--- src/rtl/br_order_buf.sv ---
// Branch order buffer: circular queue of predicted branches with RAS pointer and PC snapshots.
// A resolved mispredict squashes younger entries and reports the branch's RAS pointer/PC one cycle later.
module br_order_buf #(
    parameter int DEPTH  = 16,
    parameter int IDX_W  = 4,
    parameter int RPTR_W = 4,
    parameter int PC_W   = 64
) (
    input  logic              clock,
    input  logic              reset_n,
    input  logic              alloc_vld_i,
    input  logic [RPTR_W-1:0] alloc_rasptr_i,
    input  logic [PC_W-1:0]   alloc_pc_i,
    output logic              alloc_rdy_o,
    output logic [IDX_W-1:0]  alloc_tag_o,
    input  logic              resolve_vld_i,
    input  logic [IDX_W-1:0]  resolve_tag_i,
    input  logic              resolve_mispred_i,
    input  logic              retire_vld_i,
    output logic              retire_rdy_o,
    output logic              bob_vld_f1r_o,
    output logic [RPTR_W-1:0] bob_rasptr_f1r_o,
    output logic [PC_W-1:0]   bob_pc_f1r_o,
    output logic [IDX_W:0]    count_o
);

    logic [DEPTH-1:0]  valid_r;
    logic [DEPTH-1:0]  resolved_r;
    logic [RPTR_W-1:0] rasptr_r [DEPTH];
    logic [PC_W-1:0]   pc_r     [DEPTH];
    logic [IDX_W-1:0]  head_r;
    logic [IDX_W-1:0]  tail_r;
    logic [IDX_W:0]    count_r;

    logic [IDX_W-1:0]  t_off_s;
    logic              tag_valid_s;
    logic              squash_s;
    logic              alloc_fire_s;
    logic              retire_fire_s;
    logic [DEPTH-1:0]  younger_s;
    logic [IDX_W-1:0]  tail_nxt_s;
    logic [IDX_W:0]    count_nxt_s;

    assign alloc_rdy_o  = (count_r != (IDX_W+1)'(DEPTH));
    assign alloc_tag_o  = tail_r;
    assign retire_rdy_o = (count_r != {(IDX_W+1){1'b0}}) & valid_r[head_r] & resolved_r[head_r];
    assign count_o      = count_r;

    // Fire conditions and age of each entry relative to the resolving branch (age = distance from head).
    always_comb begin
        t_off_s       = resolve_tag_i - head_r;
        tag_valid_s   = valid_r[resolve_tag_i];
        squash_s      = resolve_vld_i & resolve_mispred_i & tag_valid_s;
        alloc_fire_s  = alloc_vld_i & alloc_rdy_o & ~squash_s;
        retire_fire_s = retire_vld_i & retire_rdy_o;
        younger_s     = {DEPTH{1'b0}};
        for (int i = 0; i < DEPTH; i++) begin
            younger_s[i] = (IDX_W'(IDX_W'(i) - head_r) > t_off_s);
        end
    end

    // Next tail and occupancy; a squash rewinds the tail to just past the mispredicting branch.
    always_comb begin
        tail_nxt_s  = tail_r;
        count_nxt_s = count_r;
        if (squash_s) begin
            tail_nxt_s  = resolve_tag_i + IDX_W'(1);
            count_nxt_s = (IDX_W+1)'(t_off_s) + (IDX_W+1)'(1) - (IDX_W+1)'(retire_fire_s);
        end else begin
            tail_nxt_s  = tail_r + IDX_W'(alloc_fire_s);
            count_nxt_s = count_r + (IDX_W+1)'(alloc_fire_s) - (IDX_W+1)'(retire_fire_s);
        end
    end

    // Head, tail and count registers.
    always_ff @(posedge clock or negedge reset_n) begin
        if (!reset_n) begin
            head_r  <= {IDX_W{1'b0}};
            tail_r  <= {IDX_W{1'b0}};
            count_r <= {(IDX_W+1){1'b0}};
        end else begin
            head_r  <= head_r + IDX_W'(retire_fire_s);
            tail_r  <= tail_nxt_s;
            count_r <= count_nxt_s;
        end
    end

    // Entry storage; allocation never collides with squash (excluded) or retire (different slot).
    always_ff @(posedge clock or negedge reset_n) begin
        if (!reset_n) begin
            valid_r    <= {DEPTH{1'b0}};
            resolved_r <= {DEPTH{1'b0}};
            for (int i = 0; i < DEPTH; i++) begin
                rasptr_r[i] <= {RPTR_W{1'b0}};
                pc_r[i]     <= {PC_W{1'b0}};
            end
        end else begin
            if (squash_s) begin
                valid_r <= valid_r & ~younger_s;
            end
            if (resolve_vld_i && tag_valid_s) begin
                resolved_r[resolve_tag_i] <= 1'b1;
            end
            if (alloc_fire_s) begin
                valid_r[tail_r]    <= 1'b1;
                resolved_r[tail_r] <= 1'b0;
                rasptr_r[tail_r]   <= alloc_rasptr_i;
                pc_r[tail_r]       <= alloc_pc_i;
            end
            if (retire_fire_s) begin
                valid_r[head_r] <= 1'b0;
            end
        end
    end

    // Recovery outputs: valid pulses for one cycle, payload holds until the next squash.
    always_ff @(posedge clock or negedge reset_n) begin
        if (!reset_n) begin
            bob_vld_f1r_o    <= 1'b0;
            bob_rasptr_f1r_o <= {RPTR_W{1'b0}};
            bob_pc_f1r_o     <= {PC_W{1'b0}};
        end else begin
            bob_vld_f1r_o <= squash_s;
            if (squash_s) begin
                bob_rasptr_f1r_o <= rasptr_r[resolve_tag_i];
                bob_pc_f1r_o     <= pc_r[resolve_tag_i];
            end
        end
    end

endmodule

--- config.mk ---
export PLATFORM = sky130hd
export DESIGN_NAME = br_order_buf
export DESIGN_NICKNAME = d
export VERILOG_FILES = /design/src/rtl/br_order_buf.sv
export SDC_FILE = /design/constraint.sdc
export NUM_CORES = 2
export LEC_CHECK = 0
export CORE_MARGIN = 2
export CORE_UTILIZATION = 46
export CTS_BUF_LIST = sky130_fd_sc_hd__clkbuf_4 sky130_fd_sc_hd__clkbuf_8
export CTS_CLUSTER_DIAMETER = 60
export DETAILED_ROUTE_END_ITERATION = 6
export PLACE_DENSITY = 0.63
export REMOVE_ABC_BUFFERS = 1
export SYNTH_ARGS = -nofsm -noshare
export SYNTH_HDL_FRONTEND = slang
export SYNTH_SLANG_ARGS = --single-unit
--- constraint.sdc ---
create_clock -name clock -period 7.45 [get_ports clock]
set_input_delay 1.49 -clock clock [delete_from_list [all_inputs] [get_ports clock]]
set_output_delay 1.49 -clock clock [all_outputs]
set_load 0.02 [all_outputs]
**Word level (Yosys, flattened, before mapping)**

Index checks and enable logic that the tools add are counted.

- Flip-flop bits (word level): 1202
- Output and inout port bits: 80

- Add/subtract/negate cells: 24
- Reduce and logical (&&, ||, !) cells: 6
- Equality and inequality tests: 1
- Multiplexer cells: 31
- Magnitude comparators: 25
- Bitwise operators: 18

Operators with widths:

| cell | number |
|---|---|
| $bwmux 1024 | 1 |
| $bmux 64 s4 | 1 |
| $demux 64 s4 | 1 |
| $mux 64 | 3 |
| $mux 16 | 5 |
| $bwmux 64 | 1 |
| $gt 4x4->1 | 16 |
| $and 16x16->16 | 3 |
| $not 16->16 | 3 |
| $or 16x16->16 | 2 |
| $sub 4x4->4 const A | 8 |
| $bmux 4 s4 | 1 |
| $demux 4 s4 | 1 |
| $mux 4 | 4 |
| $sub 3x4->4 const A | 4 |
| $lt 4x5->1 const B | 3 |
| $bmux 1 s4 | 3 |
| $demux 1 s4 | 3 |
| $ge 4x1->1 const B | 3 |
| $ge 5x5->1 const B | 2 |
| $not 4->5 | 2 |
| $sub 5x1->5 | 2 |
| $add 4x1->4 | 2 |
| $sub 1x4->4 const A | 2 |
| 13 further kinds | 29 |

**Depth between registers and ports, before layout**

- Depth after elaboration: 9
- Gate-level depth with buffers: 19
- Gate-level depth less buffers: 17

**Worst setup path before layout**

OpenSTA, ideal clock, no wires.

- Path type: input to register
- From: in resolve_tag_i[0]
- To: reg valid_r[3]
- Setup slack: 3097 ps
- Stages: 15
- Path buffers: 3
- Setup time: 86 ps
- Arrival: 4267 ps
- Cell sequence: buf_2 > buf_2 > buf_2 > inv_1 > ha_1 > inv_1 > fa_1 > inv_1 > ha_1 > nand2b_1 > a21oi_1 > maj3_1 > a22oi_1 > o21ai_0 > a32oi_1

- Cells in the longest elaborated chain, start to end: 9
- Elaborated cells on any way between the ends: 14
- Classes of those cells: 1 x add/sub; 1 x order compare; 5 x mux; 7 x bitwise

Ends and longest elaborated chain:

| what | RTL line | source |
|---|---|---|
| start: declaration | 17 | `input logic [IDX_W-1:0] resolve_tag_i,` |
| $sub 4x4->4 | 51 | `t_off_s = resolve_tag_i - head_r;` |
| $gt 4x4->1 | 58 | `younger_s[i] = (IDX_W'(IDX_W'(i) - head_r) > t_off_s);` |
| $not 16->16 | 99 | `valid_r <= valid_r & ~younger_s;` |
| $and 16x16->16 | 99 |  |
| $mux 16 | 98 | `if (squash_s) begin` |
| $or 16x16->16 (no line) | n/a |  |
| $mux 16 * | 104 | `if (alloc_fire_s) begin` |
| $and 16x16->16 (no line) | n/a |  |
| $mux 16 * | 110 | `if (retire_fire_s) begin` |
| end signal: assignment | 91 | `valid_r <= {DEPTH{1'b0}};` |
| end signal: assignment | 99 |  |
| end: declaration | 27 | `logic [DEPTH-1:0] valid_r;` |

Every way passes the cells marked *; elsewhere a longest branch is shown, timed or not. The select of a mux whose other input is x is not followed.
A chain may end at the register's enable or synchronous reset.

**Final worst setup path**

- From: reg head_r[1]
- To: out retire_rdy_o

- Cells in the longest elaborated chain, start to end: 4
- Elaborated cells on any way between the ends: 6
- Classes of those cells: 4 x mux; 2 x bitwise

Ends and longest elaborated chain:

| what | RTL line | source |
|---|---|---|
| start: declaration | 31 | `logic [IDX_W-1:0] head_r;` |
| start signal: assignment | 78 | `head_r <= {IDX_W{1'b0}};` |
| start signal: assignment | 82 | `head_r <= head_r + IDX_W'(retire_fire_s);` |
| $bmux 1 s4 | 46 | `assign retire_rdy_o = (count_r != {(IDX_W+1){1'b0}}) & valid_r[head_r] & resolved_r[head_r];` |
| $mux 1 (implied by the code) | 46 |  |
| $and 1x1->1 | 46 |  |
| $and 1x1->1 * | 46 |  |
| end: declaration | 20 | `output logic retire_rdy_o,` |

Marks and branches as above.

==> summary.txt <==
Global routing
  – Global route overflow: 0
  – Vias in the first global route: 33000
  – First-pass GRT wire length: 211 mm
  – Largest net degree at the start of global routing: 173
  – Total GRT Usage: 22.7%
  – Initial antenna violation count: 13

Setup path
  – Crit. path cell count: 5
  – Worst r2r dst: valid_r[6]
  – CP bufs+invs: 2
  – R2r startpoint: head_r[2]
  – Largest delay share family, worst path: buffers and inverters
  – CP max FO: 23
  – FF-to-FF path depth: 11
  – Crit end category: primary output
  – CP Data Required Time: 5960 ps
  – CP Class: flop to primary output
  – Worst path cell trace: inv_1 -> o311ai_0 -> o211ai_1 -> nor4_1 -> clkdlybuf4s50_1
  – Setup slack, reg-to-reg: 3290 ps
  – Slowest-stage cell, CP: dfrtp_1
  – Largest stage delay, worst path: 830 ps
  – Startpoint Class: flop
  – Critical path arrival: between 4000 and 5000 ps

Clock network
  – Post-cts resize count: 0
  – Clk slew on worst S/H paths: 60 ps
  – H-tree levels: 4
  – Hold_buf cts: 0
  – Clk root buf: clkbuf_8
  – CTS tree: built
  – Post-CTS setup-driven buffer insertion count: 0
  – Num CTS Buffers: 203
  – Clock sink total: approximately 1200
  – Worst-Skew Late Latency: 860 ps
  – Clock buffer depth: 3

Detailed routing
  – First-pass DRT Iterations: 5
  – Detailed Route WL: between 100 and 150 mm
  – Via/cell ratio: 5.69
  – Drt wl/cell: 25.2 um
  – Drt drc: 0
  – Via count: about 31000
  – DRT antenna net count: 0
  – Detailed router's first-iteration violation count: 1914

STA
  – Min cycle time layout: 5590 ps
  – Fin crit share: approximately three quarters
  – Endpoints failing setup: 0
  – Worst Hold Slack: approximately 460 ps
  – Max-slew violations: 0
  – Count of final hold-check violations: 0
  – RSZ-0062 raised after global routing: false
  – Setup Skew: 36.4 ps
  – FMAX: 179 MHz
  – Slew of the pin with the lowest slew margin: 1090 ps
  – Relative slew slack: 27.2%
  – Final TNS setup: 0 ps

Floorplanning
  – Starting Density: a little under half
  – Die area: roughly 120000 um^2
  – Placeable Area: 120000 um^2
  – # IOs: 158
  – Die Ht: roughly 350 um
  – Die span in x: between 300 and 400 um
  – Row Count: approximately 130

Logic synthesis
  – Seq cells post-synth: 1202
  – Yosys cell types: 65
  – Post-Syn Instances: 3490
  – Asr flop ratio synth: 100%
  – Sequential area share after synthesis: 54.3%
  – Avg Cell Area, Syn: between 15 and 20 um^2
  – Predominant post-synthesis flop cell: dfrtp_1
  – Synth Cell Area: 55400 um^2
  – EDFF count, synth: 0
  – Yosys warns: 0

Layout
  – Most frequent cells in the layout: dfrtp_1 (1202), mux2_2 (935), mux4_2 (342)
  – Fin util: a little over half
  – Final-layout fill cell count: 10000
  – Leading cell type in the layout, fill and taps excluded: dfrtp_1
  – Area of the multi-input gates: 23800 um^2
  – Final instance area: 62700 um^2
  – Area delta synth->final: 13.2%
  – Final nets: between 3000 and 4000
  – Share of cells above drive strength 1: ~49%
  – Register area: 30100 um^2

Placement
  – Buffers on Ports: 157
  – Post-DP Area: 58200 um^2
  – Routability cong.: 0.823
  – Dpl hpwl: between 70 and 80 mm

Power and ir drop
  – Switch share: 29.3%
  – Clock network power share: 24.6%
  – Net load switching power: 7.61 mW
  – Pwr dens: 413 nW/um^2
  – Register share of total power: 43.7%
  – Internal power: between 15 and 20 mW
  – Combinational share of power: 31.7%
  – Static leakage: 28.0 nW
  – Worst vdd ir: 201 uV
  – Post-route total power: about 26 mW

Run
  – Max_cap viols: 0

Worst hold path
  – Hold_sp: bob_pc_f1r_o[57]
  – Hold Path Depth: 2
  – Min-delay worst type: flop to flop
  – Hold endpoint: bob_pc_f1r_o[57]

Status
  – Status: completed
## worst max path at each step
stage | to | from
after detailed placement | pc_r[91] | resolve_tag_i[0]
after CTS | retire_rdy_o | head_r[1]
final | retire_rdy_o | head_r[1]
after global placement | pc_r[111] | resolve_tag_i[0]
after floorplan | pc_r[192] | resolve_tag_i[1]
after global routing | retire_rdy_o | head_r[1]
## cell usage after synthesis (18+ instances only)
master | number | area (um^2)
buf_2 | 113 | 566
nand2_1 | 232 | 871
buf_6 | 28 | 315
a21oi_1 | 34 | 170
clkbuf_1 | 129 | 484
mux2_2 | 935 | 10500
dfrtp_1 | 1202 | 30100
inv_1 | 29 | 109
o21ai_0 | 19 | 95.1
nor2_1 | 18 | 67.6
mux4_2 | 342 | 7700
ha_1 | 56 | 701
mux2_1 | 46 | 518
mux2_4 | 107 | 1610
## routing by layer
metal  wire length (um)  part of all wire, %  GRT usage (%)
met1              62000                   46           31.9
met2              66300                   49           37.0
met3               4820                  3.5           3.68
met4               2830                  2.1           5.98
met5                 72                0.053              0
## worst reg2reg max path: stages (launching register included)
cell      delay, ps
dfrtp_1         730
inv_1           370
ha_1            430
a21oi_1         160
o21ai_0         130
xnor2_1         590
inv_1           480
ha_1            480
a21boi_0        220
o21ai_0         130
o21ai_0         170
a32oi_1          90
## cell families (layout without fill, tap and decap cells)
kind of cell               after synthesis  in the layout  share of synthesized area [%]
other                                    0              7                              0
buffers and inverters                  327            611                           2.92
AOI/OAI and AO/OA                      114            114                           1.37
xor gates and xnor gates                23             23                          0.364
DFF                                   1202           1202                           54.3
muxes                                 1438           1438                           36.9
and+or+nand+nor                        324            324                           2.75
adders and majority gates               62             62                           1.41
## area by class of cell
class / count / area share, %
sequential: 1202 / 47.9
multi-input combinational: 1961 / 37.9
clock buffer: 345 / 6.83
timing repair buffer: 210 / 3.53
tap: 1612 / 3.22
clock inverter: 24 / 0.353
inverter: 32 / 0.195
antenna: 7 / 0.0279
## through the flow
stage,setup slack [ps],instances
after floorplan,1300,3195
after global placement,2010,5017
after detailed placement,1940,5017
after CTS,1740,5386
after global routing,1530,5392
final,1860,5393
## state kept, by name (all words and copies together) (netlist names)
signal,count
valid_r,16
head_r,4
alloc_tag_o,4
rasptr_r,64
pc_r,1024
bob_pc_f1r_o,64
count_o,5
bob_vld_f1r_o,1
resolved_r,16
bob_rasptr_f1r_o,4
## power by group through the flow
stage	registers, mW	clock network (mW)	logic (mW)
after CTS	11.3	6.55	8.30
after floorplan	11.0	0	6.01
after detailed placement	11.4	0	8.27
after global placement	11.3	0	8.07
final	11.3	6.38	8.21
after global routing	11.7	6.86	8.91
No activity file was read; power rests on OpenSTA's default activity.
